$ cat config.mk
export PLATFORM = sky130hd
export DESIGN_NAME = wave_analyzer_flat
export DESIGN_NICKNAME = d
export VERILOG_FILES = /design/src/rtl/wave_pkg.sv /design/src/rtl/wave_analyzer_if.sv /design/src/rtl/wave_predictor.sv /design/src/rtl/wave_analyzer.sv /design/src/flat_wrapper.sv
export SDC_FILE = /design/constraint.sdc
export NUM_CORES = 1
export LEC_CHECK = 0
export CAP_MARGIN = 15
export CORE_MARGIN = 4
export CORE_UTILIZATION = 50
export CTS_CLUSTER_DIAMETER = 50
export DETAILED_ROUTE_END_ITERATION = 8
export DONT_BUFFER_PORTS = 1
export PLACE_DENSITY = 0.64
export SLEW_MARGIN = 40
export SYNTH_ARGS = -nofsm -noshare
export SYNTH_HDL_FRONTEND = slang
export SYNTH_SLANG_ARGS = --single-unit
$ cat constraint.sdc
create_clock -name clk -period 3.12 [get_ports clk]
set_input_delay 0.468 -clock clk [delete_from_list [all_inputs] [get_ports clk]]
set_output_delay 0.468 -clock clk [all_outputs]
set_load 0.1 [all_outputs]
$ cat src/rtl/wave_pkg.sv
// rtl/wave_pkg.sv - shared state type and waveform constants for the triangle-wave analyzer
package wave_pkg;

    typedef enum logic [1:0] {
        ACQ  = 2'd0,
        UP   = 2'd1,
        DOWN = 2'd2
    } wave_state_t;

    localparam int WIDTH_DEF = 5;
    localparam int CW_DEF    = 8;

    function automatic int maxv_of(input int w);
        return (1 << w) - 1;
    endfunction

    function automatic int period_of(input int w);
        return 1 << (w + 1);
    endfunction

    localparam int MAXV       = maxv_of(WIDTH_DEF);
    localparam int EXP_PERIOD = period_of(WIDTH_DEF);

endpackage

$ cat src/rtl/wave_analyzer_if.sv
// rtl/wave_analyzer_if.sv - sample input and status outputs of the wave analyzer
interface wave_analyzer_if
    import wave_pkg::*;
#(
    parameter int WIDTH = WIDTH_DEF,
    parameter int CW    = CW_DEF
);
    logic [WIDTH-1:0] wave_in;
    logic             valid_in;
    logic             locked;
    logic             dir;
    logic             peak_pulse;
    logic             trough_pulse;
    logic [CW-1:0]    period;
    logic             period_valid;
    logic             err_pulse;
    logic [CW-1:0]    err_count;

    modport master (
        output wave_in, valid_in,
        input  locked, dir, peak_pulse, trough_pulse, period, period_valid, err_pulse, err_count
    );

    modport slave (
        input  wave_in, valid_in,
        output locked, dir, peak_pulse, trough_pulse, period, period_valid, err_pulse, err_count
    );
endinterface

$ cat src/rtl/wave_predictor.sv
// rtl/wave_predictor.sv - next expected sample from the previous sample and direction
module wave_predictor
    import wave_pkg::*;
#(
    parameter int WIDTH = WIDTH_DEF
) (
    input  logic [WIDTH-1:0] prev,
    input  logic             dir,
    output logic [WIDTH-1:0] expected,
    output logic             turn
);
    localparam logic [WIDTH-1:0] MAX_VAL = WIDTH'(maxv_of(WIDTH));

    // At an extreme the same value repeats once, so the turn never predicts a wrapped value.
    always_comb begin
        expected = prev;
        turn     = 1'b0;
        if (!dir) begin
            if (prev == MAX_VAL) turn = 1'b1;
            else                 expected = prev + WIDTH'(1);
        end else begin
            if (prev == '0) turn = 1'b1;
            else            expected = prev - WIDTH'(1);
        end
    end
endmodule

$ cat src/rtl/wave_analyzer.sv
// rtl/wave_analyzer.sv - locks onto a triangle wave, reports peaks, troughs, period and mismatches
module wave_analyzer
    import wave_pkg::*;
#(
    parameter int WIDTH = WIDTH_DEF,
    parameter int CW    = CW_DEF
) (
    input  logic            clk,
    input  logic            rst,
    wave_analyzer_if.slave  bus
);
    localparam logic [WIDTH-1:0] MAX_VAL = WIDTH'(maxv_of(WIDTH));
    localparam logic [CW-1:0]    CNT_MAX = '1;

    wave_state_t      state;
    logic [WIDTH-1:0] prev;
    logic             have_prev;
    logic             have_trough;
    logic [CW-1:0]    cnt;
    logic [WIDTH-1:0] expected;
    logic             turn;

    logic             locked, dir, peak_pulse, trough_pulse, period_valid, err_pulse;
    logic [CW-1:0]    period, err_count;

    wave_predictor #(.WIDTH(WIDTH)) u_pred (
        .prev     (prev),
        .dir      (state == DOWN),
        .expected (expected),
        .turn     (turn)
    );

    always_ff @(posedge clk or posedge rst) begin
        if (rst) begin
            state        <= ACQ;
            prev         <= '0;
            have_prev    <= 1'b0;
            have_trough  <= 1'b0;
            cnt          <= '0;
            locked       <= 1'b0;
            dir          <= 1'b0;
            peak_pulse   <= 1'b0;
            trough_pulse <= 1'b0;
            period_valid <= 1'b0;
            err_pulse    <= 1'b0;
            period       <= '0;
            err_count    <= '0;
        end else begin
            peak_pulse   <= 1'b0;
            trough_pulse <= 1'b0;
            period_valid <= 1'b0;
            err_pulse    <= 1'b0;
            if (bus.valid_in) begin
                prev      <= bus.wave_in;
                have_prev <= 1'b1;
                cnt       <= (cnt == CNT_MAX) ? cnt : cnt + CW'(1);
                case (state)
                    ACQ: begin
                        if (have_prev && bus.wave_in == prev && bus.wave_in == '0) begin
                            state        <= UP;
                            locked       <= 1'b1;
                            dir          <= 1'b0;
                            trough_pulse <= 1'b1;
                            cnt          <= CW'(1);
                            have_trough  <= 1'b1;
                        end else if (have_prev && bus.wave_in == prev && bus.wave_in == MAX_VAL) begin
                            state      <= DOWN;
                            locked     <= 1'b1;
                            dir        <= 1'b1;
                            peak_pulse <= 1'b1;
                        end
                    end
                    UP, DOWN: begin
                        if (bus.wave_in != expected) begin
                            state       <= ACQ;
                            locked      <= 1'b0;
                            dir         <= 1'b0;
                            err_pulse   <= 1'b1;
                            have_trough <= 1'b0;
                            err_count   <= (err_count == CNT_MAX) ? err_count : err_count + CW'(1);
                        end else if (turn && state == UP) begin
                            state      <= DOWN;
                            dir        <= 1'b1;
                            peak_pulse <= 1'b1;
                        end else if (turn) begin
                            // Only a trough reached while already tracking closes a full period.
                            state        <= UP;
                            dir          <= 1'b0;
                            trough_pulse <= 1'b1;
                            cnt          <= CW'(1);
                            have_trough  <= 1'b1;
                            if (have_trough) begin
                                period       <= cnt;
                                period_valid <= 1'b1;
                            end
                        end
                    end
                    default: begin
                        state  <= ACQ;
                        locked <= 1'b0;
                        dir    <= 1'b0;
                    end
                endcase
            end
        end
    end

    assign bus.locked       = locked;
    assign bus.dir          = dir;
    assign bus.peak_pulse   = peak_pulse;
    assign bus.trough_pulse = trough_pulse;
    assign bus.period       = period;
    assign bus.period_valid = period_valid;
    assign bus.err_pulse    = err_pulse;
    assign bus.err_count    = err_count;
endmodule

$ cat src/flat_wrapper.sv
// flat-port wrapper written by rule: the top's interface ports become plain ports
module wave_analyzer_flat import wave_pkg::*;
#(
    parameter int WIDTH = WIDTH_DEF,
    parameter int CW    = CW_DEF
)
  (clk, rst, bus_wave_in, bus_valid_in, bus_locked, bus_dir, bus_peak_pulse, bus_trough_pulse, bus_period, bus_period_valid, bus_err_pulse, bus_err_count);
  wave_analyzer_if #(.WIDTH(WIDTH), .CW(CW)) bus_i ();
  input  logic clk;
  input  logic rst;
  input wire logic [$bits(bus_i.wave_in)-1:0] bus_wave_in;
  input wire logic [$bits(bus_i.valid_in)-1:0] bus_valid_in;
  output wire logic [$bits(bus_i.locked)-1:0] bus_locked;
  output wire logic [$bits(bus_i.dir)-1:0] bus_dir;
  output wire logic [$bits(bus_i.peak_pulse)-1:0] bus_peak_pulse;
  output wire logic [$bits(bus_i.trough_pulse)-1:0] bus_trough_pulse;
  output wire logic [$bits(bus_i.period)-1:0] bus_period;
  output wire logic [$bits(bus_i.period_valid)-1:0] bus_period_valid;
  output wire logic [$bits(bus_i.err_pulse)-1:0] bus_err_pulse;
  output wire logic [$bits(bus_i.err_count)-1:0] bus_err_count;
  assign bus_i.wave_in = bus_wave_in;
  assign bus_i.valid_in = bus_valid_in;
  assign bus_locked = bus_i.locked;
  assign bus_dir = bus_i.dir;
  assign bus_peak_pulse = bus_i.peak_pulse;
  assign bus_trough_pulse = bus_i.trough_pulse;
  assign bus_period = bus_i.period;
  assign bus_period_valid = bus_i.period_valid;
  assign bus_err_pulse = bus_i.err_pulse;
  assign bus_err_count = bus_i.err_count;
  wave_analyzer #(.WIDTH(WIDTH), .CW(CW)) u_core (.clk(clk), .rst(rst), .bus(bus_i));
endmodule
== Yosys cells after proc, flatten, opt, wreduce, memory -nomap -nowiden ==
Index checks and enable logic that the tools add are counted.

* Output and inout port bits: 22
* Bits of input ports: 8
* Register bits after elaboration: 39
* Memories kept: 0
* Latch bits: 0
* RAM bits: 0
* Memory bits (read-only): 0

* Div/mod/pow operators: 0
* Eq/ne operators: 14
* Muxes and demuxes: 53
* Magnitude comparators: 0
* Bitwise logic cells: 3
* Add/subtract/negate cells: 4
* Multiply operators: 0
* Shifts and indexed selects: 0
* Reduce and logical (&&, ||, !) cells: 14

{| class="wikitable"
|+ Operators by type and width
! cell !! number
|-
| two-way mux 8 bit || 5
|-
| two-way mux 1 bit || 33
|-
| adder 8 x 1 -> 8 bit (second input constant) || 2
|-
| == test 8 bit (second input constant) || 2
|-
| one-hot mux 8 bit (2 select lines) || 1
|-
| two-way mux 5 bit || 3
|-
| == test 5 bit (second input constant) || 2
|-
| logical NOT 5 bit || 2
|-
| two-way mux 2 bit || 5
|-
| one-hot mux 1 bit (2 select lines) || 5
|-
| inequality test 3 x 1 -> 1 bit (second input constant) || 2
|-
| AND reduction 3 bit || 2
|-
| AND reduction 6 bit || 1
|-
| adder 5 x 1 -> 5 bit (second input constant) || 1
|-
| == test 5 bit || 1
|-
| inequality test 5 bit || 1
|-
| AND reduction 5 bit || 1
|-
| subtractor 5 x 1 -> 5 bit (second input constant) || 1
|-
| logical AND 1 bit || 4
|-
| inequality test 2 x 1 -> 1 bit (second input constant) || 2
|-
| inequality test 4 x 1 -> 1 bit (second input constant) || 1
|-
| one-hot mux 2 bit (2 select lines) || 1
|-
| AND reduction 4 bit || 1
|-
| inequality test 3 x 2 -> 1 bit (second input constant) || 1
|-
| 6 further kinds || 8
|}

== Logic depth before layout (Yosys ltp) ==
Gate-level depths: netlist (run 1).

* Depth in word-level cells: 8
* Gate-level depth with buffers: 11
* Gate-level depth less buffers: 9

== By module ==
A second synthesis (run 1) with hierarchy kept.

* Cell total of the unflattened synthesis: 207
* Area total of the unflattened synthesis: 2170.8 sq um

{| class="wikitable"
|+ Modules (own cells, without submodules)
! module !! sequential area each (sq um) !! times used !! cells each !! area an instance (sq um)
|-
| wave_analyzer || 950.9 || 1 || 175 || 1924.3
|-
| wave_predictor || 0.0 || 1 || 32 || 246.5
|}

== Least setup slack after synthesis (run 1) ==
Ideal clock, no wire load.

* Path type: register to register
* Start: reg u_core.state[1]
* End: reg u_core.err_count[2] (netlist: u_core.bus.err_count[2])
* Clock period less this slack: 3.200 ns
* Data arrival time: 3.037 ns
* Cell stages (with the launch flop): 11
* Slack: -0.080 ns
* Setup time: 0.163 ns
* Cells stage by stage: dfrtp_1 > ha_1 > clkbuf_1 > nand3b_1 > a21oi_1 > nor4_1 > o2111ai_2 > nor3_4 > buf_4 > nor3_1 > xor2_1

* Cells in the longest elaborated chain, start to end: 4
* Elaborated cells between the ends (all ways): 6

{| class="wikitable"
|+ Ends and longest elaborated chain
! element !! line !! source
|-
| from (decl) || wave_analyzer.sv:15 || <nowiki>wave_state_t state;</nowiki>
|-
| from (signal assigned) || wave_analyzer.sv:35 || <nowiki>state <= ACQ;</nowiki>
|-
| from (signal assigned) || wave_analyzer.sv:60 || <nowiki>state <= UP;</nowiki>
|-
| from (signal assigned) || wave_analyzer.sv:67 || <nowiki>state <= DOWN;</nowiki>
|-
| == test 2 bit || wave_analyzer.sv:28, wave_analyzer.sv:57 ||
|-
| two-way mux 5 bit || wave_predictor.sv:18 || <nowiki>if (!dir) begin</nowiki>
|-
| inequality test 5 bit || wave_analyzer.sv:74 || <nowiki>if (bus.wave_in != expected) begin</nowiki>
|-
| AND reduction 4 bit (no line) (*) || -- ||
|-
| to (signal assigned) || wave_analyzer.sv:80 || <nowiki>err_count <= (err_count == CNT_MAX) ? err_count : err_count + CW'(1);</nowiki>
|-
| to (decl) || wave_analyzer.sv:24 || <nowiki>logic [CW-1:0] period, err_count;</nowiki>
|}

Mark *: on every way between the ends. The rest lies on a longest branch, timed or not.
A chain may end at the register's enable or synchronous reset.

== Worst setup path after layout (run 1) ==
* Start: reg u_core.prev[0]
* End: reg u_core.err_count[1] (netlist: u_core.bus.err_count[1])

* Cells in the longest elaborated chain, start to end: 5
* Elaborated cells between the ends (all ways): 9

{| class="wikitable"
|+ Ends and longest elaborated chain
! element !! line !! source
|-
| from (decl) || wave_analyzer.sv:16 || <nowiki>logic [WIDTH-1:0] prev;</nowiki>
|-
| from (signal assigned) || wave_analyzer.sv:54 || <nowiki>prev <= bus.wave_in;</nowiki>
|-
| adder 5 x 1 -> 5 bit (tied with other cells) || wave_predictor.sv:20 || <nowiki>else expected = prev + WIDTH'(1);</nowiki>
|-
| two-way mux 5 bit (on tied branches) || wave_predictor.sv:19, wave_predictor.sv:22 ||
|-
| two-way mux 5 bit (*) || wave_predictor.sv:18 ||
|-
| inequality test 5 bit (*) || wave_analyzer.sv:74 ||
|-
| AND reduction 4 bit (no line) (*) || -- ||
|}

Marks and branches as above.

==> reports/qor.csv, run 1 <==
stage,metric,value,unit
power,Max VDD drop,0.000651,V
final_layout,Fillers,381,
die,row count,24,
placed_design,Post-DP HPWL,3660,µm
route,DR iter-0 viols,149,
final_layout,"most common cell after layout, fill and taps aside",dfrtp_1,
placed_design,number of port buffers,0,
route,Post-Route WL,5140,µm
route,DR WL/cell,17.5,µm
worst_setup_path,Critical Path AT,3.13,ns
worst_setup_path,r2r setup slk,0.16,ns
synth,register area share after synthesis,41.5,%
timing,worst hold slack,0.143,ns
synth,mapped cell area,2290,µm²
synth,Synth Area per Inst,9.96,µm²
status,status,finished clean,
cts,clock root cell,clkbuf_8,
final_layout,most frequent cells in the layout,"dfrtp_1 (31), nand2_1 (14), buf_4 (14), nor2_1 (13), mux2_2 (13)",
timing,final-report setup violation count,0,
worst_setup_path,Critical Path Source Type,register,
power,Gate power share,41.1,%
synth,top cell type's share of synthesized area,41.5,%
worst_setup_path,FF-to-FF Start,u_core.prev[0]$_DFFE_PP0P_,
synth,post-synth net total,246,
die,core area,4380,µm²
worst_setup_path,Crit Path Max Fanout,14,
die,die area,5730,µm²
route,remaining antenna violation count after routing,0,
worst_setup_path,CP required,3.29,ns
route,Via density,6.11,
global_route,global-route wire length before repair,8360,µm
route,metal3 WL,204,µm
cts,post-CTS setup buffer count,0,
cts,Inserted Clock Buffers,5,
die,chip height,75.7,µm
global_route,initial antenna violation count,0,
final_layout,layout overhead on the synthesized area,12.6,%
synth,Ys Warns,0,
route,Top Layer Used,met4,
synth,number of flops mapped to enable cells by yosys,0,
cts,htree depth,2,
timing,setup clock skew after layout,0.00349,ns
run,number of max-cap violations,0,
power,Reg power frac,34.6,%
power,Int Power,1.19,mW
worst_hold_path,worst min-delay path class,in2async,
synth,Synth area leader,dfrtp_1,
cts,CTS tree,yes,
timing,fin crit share,94.8,%
synth,Post-Syn Instances,230,
synth,Post-synth top flop,dfrtp_1,
route,met2 WL,2540,µm
timing,Final Max Tran Viols,0,
final_layout,share of cells above drive strength 1,22.0,%
power,Net Sw Power,0.956,mW
die,DIE WIDTH,75.7,µm
timing,setup TNS,0,ns
final_layout,area of the multi-input gates,1260,µm²
cts,clk slew on worst S/H paths,0.08,ns
route,# DRC,0,
route,via count,1791,
die,Initial Util,52.3,%
cts,latest clock arrival within the worst-skew pair,0.29,ns
route,Metal-1 WL,2330,µm
synth,Synth area leaders,"dfrtp_1 (42%), mux2_2 (6.4%), xor2_1 (4.6%)",
timing,Hold Fails Final Rpt,0,
route,Pre-Repair DR Iteration Count,4,
cts,Sink Count,38,
power,Power Density,831,nW/µm²
worst_setup_path,crit path capture type,register,
placed_design,Final GP Congestion,0.950,
timing,minimum clock period,2.96,ns
timing,RSZ-0062 raised after global routing,no,
timing,Worst-Margin Slew,0.886,ns
synth,post-synth cell types,53,
global_route,vias in the first global route,1720,
power,Leakage Power,1.18,nW
timing,Slew HR,40.9,%
die,io pins,30,
global_route,Total GRT Usage,19.0,%
worst_setup_path,CP Class,reg2reg,
cts,CTS max path bufs,2,
final_layout,nets,256,
power,overall power,2.14,mW
timing,Peak Freq,338,MHz
final_layout,ANT cells,0,
worst_setup_path,r2r worst-path depth,10,
worst_setup_path,R2R Path End,u_core.bus.err_count[1]$_DFFE_PP0P_,
power,clock power share,24.3,%
synth,async set-reset flop share out of synthesis,100,%
power,Sw Share,44.6,%
final_layout,FF+latch area,960,µm²
global_route,total congestion overflow after global routing,0,
cts,PostCTS Resize Cnt,0,
cts,hold_buf cts,0,
synth,#FFs+latches synth,38,
global_route,pin count of the biggest net entering global routing,23,
[state kept, by name, indices dropped and copies added (netlist names), 2 cells and up]
register	flops
u_core.cnt	8
u_core.state	2
u_core.bus.period	8
u_core.bus.err_count	8
u_core.prev	5
[stage by stage]
stage                     cell area (µm²)  util [%]  setup slack (ns)  cells
after floorplan                      2290         -             0.225    230
after global placement               2420      55.3             0.283    285
after detailed placement             2430      55.3             0.191    285
after CTS                            2570      58.6             0.176    293
after global routing                 2580      58.8           0.00695    293
final                                2580      58.8             0.162    293
[critical path: stages, from the launching register on]
cell and delay (ns):
dfrtp_1 0.45, inv_1 0.13, ha_1 0.20, or4b_4 0.49, o211a_1 0.23, a311oi_2 0.27, o2111ai_2 0.20, nor3_4 0.34
buf_12 0.18, nor3_1 0.07, mux2_2 0.28
[routing by layer]
metal	GRT usage, %	vias to the layer above
met3	3.56	6
li1	-	860
met1	26.0	889
met2	30.6	36
met5	0	-
met4	5.63	0
[power groups by stage]
| stage | Combinational, mW | Sequential [mW] | Clock, mW |
|---|---|---|---|
| 6_report | 0.880 | 0.743 | 0.522 |
| 5_1_grt | 0.947 | 0.755 | 0.549 |
| 3_3_place_gp | 0.850 | 0.741 | 0 |
| 2_1_floorplan | 0.412 | 1.01 | 0 |
| 4_1_cts | 0.879 | 0.737 | 0.532 |
| 3_5_place_dp | 0.873 | 0.745 | 0 |
[Yosys cell counts, types with 5 or more instances]
cell type / n
nor3_1: 13
nor4_1: 5
nand3_1: 7
ha_1: 8
clkbuf_1: 9
xor2_1: 12
a21oi_1: 10
nand2_1: 14
dfrtp_1: 38
mux2_2: 13
nand4_1: 7
xnor2_1: 7
nor2_1: 13
inv_1: 8
and3_1: 7
[final cells by class]
type	count	share of cell area, %
sequential	38	37.2
timing repair buffer	15	4.85
inverter	8	1.16
clock inverter	2	2.33
clock buffer	6	3.20
tap	52	2.52
multi-input combinational	172	48.7
[how the worst max path moves through the flow]
stage	from	endpoint	slack, ns	cells after the start
4_1_cts	u_core.prev[0]$_DFFE_PP0P_	u_core.bus.err_count[1]$_DFFE_PP0P_	0.18	10
3_3_place_gp	u_core.prev[0]$_DFFE_PP0P_	u_core.bus.locked$_DFFE_PP0P_	0.28	10
5_1_grt	u_core.prev[0]$_DFFE_PP0P_	u_core.bus.locked$_DFFE_PP0P_	0.007	10
3_5_place_dp	u_core.prev[0]$_DFFE_PP0P_	u_core.bus.err_count[1]$_DFFE_PP0P_	0.19	10
2_1_floorplan	u_core.state[1]$_DFFE_PP0P_	u_core.bus.err_count[2]$_DFFE_PP0P_	0.22	10
6_report	u_core.prev[0]$_DFFE_PP0P_	u_core.bus.err_count[1]$_DFFE_PP0P_	0.16	10
[logic make-up after synthesis]
| group | synth area share, % |
|---|---|
| compound gates | 12.6 |
| xor+xnor | 7.26 |
| fa+ha+maj | 4.37 |
| buf+inv | 3.82 |
| flops | 41.5 |
| mux | 7.26 |
| simple gates | 23.2 |
No activity file was read; power rests on OpenSTA's default activity.
==> run 2, diff against run 1 <==
--- a/config.mk
+++ b/config.mk
@@ -11,6 +11,7 @@
 export CTS_CLUSTER_DIAMETER = 50
 export DETAILED_ROUTE_END_ITERATION = 8
 export DONT_BUFFER_PORTS = 1
+export MAX_ROUTING_LAYER = met4
 export PLACE_DENSITY = 0.64
 export SLEW_MARGIN = 40
 export SYNTH_ARGS = -nofsm -noshare
==> reports/qor.csv, run 2 (synthesis gave the netlist of run 1 again) <==
stage,metric,value,unit
cts,clk slew on worst S/H paths,0.08,ns
status,status,finished clean,
final_layout,ANT cells,0,
placed_design,Post-Place Setup Slack,0.191,ns
worst_setup_path,CP required,3.29,ns
cts,Sink Count,38,
worst_setup_path,Critical Path AT,3.14,ns
power,clock power share,24.3,%
placed_design,number of port buffers,0,
cts,PostCTS Resize Cnt,0,
cts,CTS tree,yes,
placed_design,Post-DP HPWL,3660,µm
worst_setup_path,FF-to-FF Start,u_core.prev[0]$_DFFE_PP0P_,
worst_setup_path,crit path launch,u_core.prev[0]$_DFFE_PP0P_,
global_route,total congestion overflow after global routing,0,
timing,Worst-Margin Slew,0.886,ns
power,Reg power frac,34.6,%
timing,fin crit share,95.1,%
global_route,met1 usage,25.9,%
power,Power Density,831,nW/µm²
power,Sw Share,44.6,%
route,Pre-Repair DR Iteration Count,4,
timing,Slew HR,40.9,%
global_route,global-route wire length before repair,8330,µm
cts,Inserted Clock Buffers,5,
cts,post-CTS setup buffer count,0,
timing,Final Max Tran Viols,0,
final_layout,share of cells above drive strength 1,22.0,%
worst_setup_path,CP Class,reg2reg,
cts,htree depth,2,
route,Via density,6.16,
final_layout,most frequent cells in the layout,"dfrtp_1 (31), nand2_1 (14), buf_4 (14), nor2_1 (13), mux2_2 (13)",
route,# DRC,0,
worst_setup_path,Worst path top cell family by delay,simple AND/OR/NAND/NOR gates,
worst_setup_path,cells along the critical path,inv_1 -> ha_1 -> or4b_4 -> o211a_1 -> a311oi_2 -> o2111ai_2 -> nor3_4 -> buf_12 -> nor3_1 -> mux2_2,
worst_setup_path,buffers plus inverters on the worst setup path,2,
worst_setup_path,crit path capture type,register,
power,Max VDD drop,0.000651,V
worst_setup_path,Critical Path Source Type,register,
global_route,Total GRT Usage,19.5,%
global_route,grt peak-use layer,met2,
cts,latest clock arrival within the worst-skew pair,0.29,ns
worst_setup_path,CP peak stage delay,0.49,ns
global_route,vias in the first global route,1721,
power,Leakage Power,1.18,nW
route,DR WL/cell,17.4,µm
die,io pins,30,
route,DR iter-0 viols,145,
placed_design,Final GP Congestion,0.967,
timing,Hold Fails Final Rpt,0,
route,remaining antenna violation count after routing,0,
power,Int Power,1.19,mW
worst_setup_path,Crit Path Max Fanout,14,
run,number of max-cap violations,0,
power,Gate power share,41.1,%
timing,Setup WS post-layout,0.154,ns
worst_setup_path,Slowest cell on crit path,or4b_4,
die,core area,4380,µm²
timing,minimum clock period,2.97,ns
die,chip height,75.7,µm
global_route,initial antenna violation count,0,
die,Initial Util,52.3,%
final_layout,nets,256,
timing,setup TNS,0,ns
die,DIE WIDTH,75.7,µm
power,Net Sw Power,0.956,mW
final_layout,"most common cell after layout, fill and taps aside",dfrtp_1,
timing,setup clock skew after layout,0.00335,ns
route,via count,1805,
global_route,met2 Track Usage GR,30.6,%
timing,Peak Freq,337,MHz
cts,CTS max path bufs,2,
die,die area,5730,µm²
final_layout,Largest regs,"u_core.bus.err_count x8, u_core.bus.period x8, u_core.cnt x8",
final_layout,Layout Utilization,58.8,%
final_layout,layout overhead on the synthesized area,12.6,%
timing,RSZ-0062 raised after global routing,no,
cts,clock root cell,clkbuf_8,
global_route,pin count of the biggest net entering global routing,23,
timing,final-report setup violation count,0,
route,Post-Route WL,5100,µm
die,row count,24,
global_route,met3 Track Usage GR,3.43,%
cts,hold_buf cts,0,
worst_hold_path,worst min-delay path class,in2async,
## run 2: cell counts in the layout (fill, tap and decap cells not counted)
Identical to the previous run, type by type.
## run 2: routing by layer
| metal | wire length, µm | vias up |
|---|---|---|
| met1 | 2280 | 897 |
| li1 | - | 860 |
| met3 | 243 | 6 |
| met4 | 56 | 0 |
| met2 | 2520 | 42 |
| met5 | 0 | - |
## run 2: final cells by class
cell class                      count  area (µm²)
Sequential cell                    38         960
Inverter                            8        30.0
Tap cell                           52        65.1
Multi-Input combinational cell    172        1260
Clock buffer                        6        82.6
Timing Repair Buffer               15         125
Fill cell                         381        1800
Clock inverter                      2        60.1
## run 2: path summary, 6_finish.rpt
kind	to	slack, ns	cells after the start
max	u_core.bus.err_count[1]$_DFFE_PP0P_	0.15	10
min	u_core.have_trough$_DFFE_PP0P_	0.14	1
max reg2reg	u_core.bus.err_count[1]$_DFFE_PP0P_	0.15	10
min reg2reg	u_core.have_prev$_DFFE_PP0P_	0.47	1
max in group asynchronous	u_core.bus.period[3]$_DFFE_PP0P_	2.24	2
min in group clk	u_core.prev[0]$_DFFE_PP0P_	0.29	1
## run 2: power groups by stage
stage	sequential (mW)	clock (mW)	combinational [mW]
after floorplan	1.01	0	0.412
after global placement	0.741	0	0.850
after detailed placement	0.745	0	0.873
after CTS	0.737	0.532	0.879
after global routing	0.754	0.549	0.947
final	0.742	0.521	0.881
## run 2: per-stage QoR
step / instances / hold WS, ns / cell area (µm²) / total power, mW
after floorplan: 230 / 0.437 / 2290 / 1.42
after global placement: 285 / 0.452 / 2420 / 1.59
after detailed placement: 285 / 0.457 / 2430 / 1.62
after CTS: 293 / 0.162 / 2570 / 2.15
after global routing: 293 / 0.197 / 2580 / 2.25
final: 293 / 0.144 / 2580 / 2.14
==> run 3, diff against run 2 <==
--- a/config.mk
+++ b/config.mk
@@ -5,7 +5,7 @@
 export SDC_FILE = /design/constraint.sdc
 export NUM_CORES = 1
 export LEC_CHECK = 0
-export CAP_MARGIN = 15
+export CAP_MARGIN = 5
 export CORE_MARGIN = 4
 export CORE_UTILIZATION = 50
 export CTS_CLUSTER_DIAMETER = 50
==> constraint.sdc (replaced) <==
create_clock -name clk -period 2.8 [get_ports clk]
set_input_delay 0.42 -clock clk [delete_from_list [all_inputs] [get_ports clk]]
set_output_delay 0.42 -clock clk [all_outputs]
set_load 0.1 [all_outputs]
==> reports/qor.csv, run 3 (synthesis gave the netlist of run 1 again) <==
stage,metric,value,unit
worst_setup_path,Worst path top cell family by delay,simple AND/OR/NAND/NOR gates,
run,number of max-cap violations,0,
die,DIE WIDTH,75.7,µm
worst_setup_path,buffers plus inverters on the worst setup path,2,
die,die area,5730,µm²
route,remaining antenna violation count after routing,0,
cts,latest clock arrival within the worst-skew pair,0.29,ns
route,DR WL/cell,17.7,µm
worst_setup_path,cells along the critical path,inv_2 -> ha_4 -> or4b_4 -> o211a_1 -> a311oi_2 -> o2111ai_2 -> nor3_4 -> buf_12 -> nand3b_4 -> mux2_4,
cts,clock root cell,clkbuf_8,
worst_setup_path,CP required,2.97,ns
final_layout,share of cells above drive strength 1,30.8,%
power,Int Power,1.28,mW
final_layout,area of the multi-input gates,1360,µm²
worst_setup_path,Critical Path Source Type,register,
cts,clk slew on worst S/H paths,0.07,ns
route,Via density,6.13,
die,Initial Util,52.3,%
global_route,global-route wire length before repair,8190,µm
cts,Sink Count,38,
status,status,finished clean,
timing,fin crit share,97.3,%
global_route,vias in the first global route,1709,
placed_design,Post-DP HPWL,3740,µm
timing,Worst-Margin Slew,0.885,ns
cts,hold_buf cts,0,
route,Pre-Repair DR Iteration Count,4,
cts,CTS max path bufs,2,
power,Power Density,858,nW/µm²
global_route,pin count of the biggest net entering global routing,24,
timing,Final Max Tran Viols,0,
worst_setup_path,Crit Path Max Fanout,8,
power,clock power share,20.0,%
final_layout,Fillers,375,
die,io pins,30,
die,row count,24,
final_layout,"most common cell after layout, fill and taps aside",dfrtp_1,
worst_setup_path,r2r setup slk,0.08,ns
timing,Peak Freq,367,MHz
cts,CTS tree,yes,
final_layout,ANT cells,0,
power,Reg power frac,35.4,%
power,Net Sw Power,1.08,mW
worst_setup_path,crit path capture type,register,
global_route,initial antenna violation count,0,
timing,Slew HR,41.0,%
final_layout,most frequent cells in the layout,"dfrtp_1 (28), buf_4 (23), nand2_1 (14), nor2_1 (13)",
power,Gate power share,44.6,%
timing,worst hold slack,0.104,ns
die,chip height,75.7,µm
global_route,Total GRT Usage,19.6,%
route,via count,1850,
route,Post-Route WL,5350,µm
final_layout,FF+latch area,966,µm²
final_layout,nets,266,
die,core area,4380,µm²
timing,minimum clock period,2.72,ns
cts,htree depth,2,
worst_setup_path,Critical Path AT,2.89,ns
power,Sw Share,45.8,%
timing,RSZ-0062 raised after global routing,yes,
route,DR iter-0 viols,166,
route,# DRC,0,
power,Leakage Power,1.22,nW
power,Max VDD drop,0.000652,V
placed_design,number of port buffers,0,
cts,Inserted Clock Buffers,5,
final_layout,layout overhead on the synthesized area,19.8,%
timing,setup clock skew after layout,0.00450,ns
timing,final-report setup violation count,0,
placed_design,Final GP Congestion,0.919,
final_layout,Largest regs,"u_core.bus.err_count x8, u_core.bus.period x8, u_core.cnt x8",
worst_setup_path,Slowest cell on crit path,or4b_4,
worst_setup_path,CP Class,reg2reg,
global_route,total congestion overflow after global routing,0,
worst_hold_path,worst min-delay path class,in2async,
final_layout,Layout Utilization,62.6,%
worst_setup_path,CP peak stage delay,0.47,ns
timing,Hold Fails Final Rpt,0,
-- run 3: changes by cell type in the layout (fill, tap and decap cells not counted), moves of 3 or more --
cell and delta:
buf_4 +9, dfrtp_1 -3, nor4_2 +3, nor4_1 -4
-- run 3: what timing repair did --
action                                 4_1_cts  5_1_grt
gates resized for setup                      1       20
setup endpoints to repair                    1       21
setup buffers                                0        4
endpoints found under the hold margin        0        0
pin swaps                                    0        3
-- run 3: path summary, 6_finish.rpt --
path,startpoint,end,cells past startpoint
max,u_core.prev[0]$_DFFE_PP0P_,u_core.bus.period[1]$_DFFE_PP0P_,10
min,rst,u_core.bus.err_count[0]$_DFFE_PP0P_,1
max reg2reg,u_core.prev[0]$_DFFE_PP0P_,u_core.bus.period[1]$_DFFE_PP0P_,10
min reg2reg,u_core.have_prev$_DFFE_PP0P_,u_core.have_prev$_DFFE_PP0P_,1
max in group asynchronous,rst,u_core.bus.period[7]$_DFFE_PP0P_,2
min in group clk,bus_valid_in,u_core.prev[1]$_DFFE_PP0P_,1
-- run 3: layout make-up --
type	count	area share, %
clock inverter	1	1.09
clock buffer	6	3.01
inverter	8	1.09
tap	52	2.37
timing repair buffer	25	7.75
sequential	38	35.2
multi-input combinational	172	49.5
-- run 3: power by group through the flow --
stage               clock (mW)  sequential [mW]  combinational (mW)
detailed placement           0            0.833               0.997
floorplan                    0             1.13               0.459
global placement             0            0.827               0.973
global route             0.511            0.845                1.12
finish                   0.470            0.833                1.05
CTS                      0.491            0.823                1.00
-- run 3: through the flow --
| stage | area (µm²) | setup TNS (ns) | worst slack, ns | instances | power, mW |
|---|---|---|---|---|---|
| 4_1_cts | 2600 | 0 | 0.00412 | 298 | 2.32 |
| 3_3_place_gp | 2480 | 0 | 0.0802 | 291 | 1.80 |
| 5_1_grt | 2740 | -0.334 | -0.0503 | 302 | 2.47 |
| 2_1_floorplan | 2300 | 0 | 0.00155 | 230 | 1.59 |
| 6_report | 2740 | 0 | 0.0762 | 302 | 2.35 |
| 3_5_place_dp | 2480 | -0.0264 | -0.0264 | 291 | 1.83 |
-- run 3: worst register-to-register path, cell delays in order (launching register included) --
cell and delay (ns):
dfrtp_1 0.39, inv_2 0.09, ha_4 0.15, or4b_4 0.47, o211a_1 0.23, a311oi_2 0.22, o2111ai_2 0.20, nor3_4 0.24
buf_12 0.15, nand3b_4 0.15, mux2_4 0.34
-- run 3: metal layers --
| metal | wire length, µm | track usage, % | vias up |
|---|---|---|---|
| met2 | 2690 | 30.2 | 51 |
| met3 | 321 | 4.35 | 7 |
| met1 | 2270 | 25.6 | 916 |
| met4 | 64 | 6.80 | 0 |
| li1 | - | - | 876 |
| met5 | 0 | - | - |
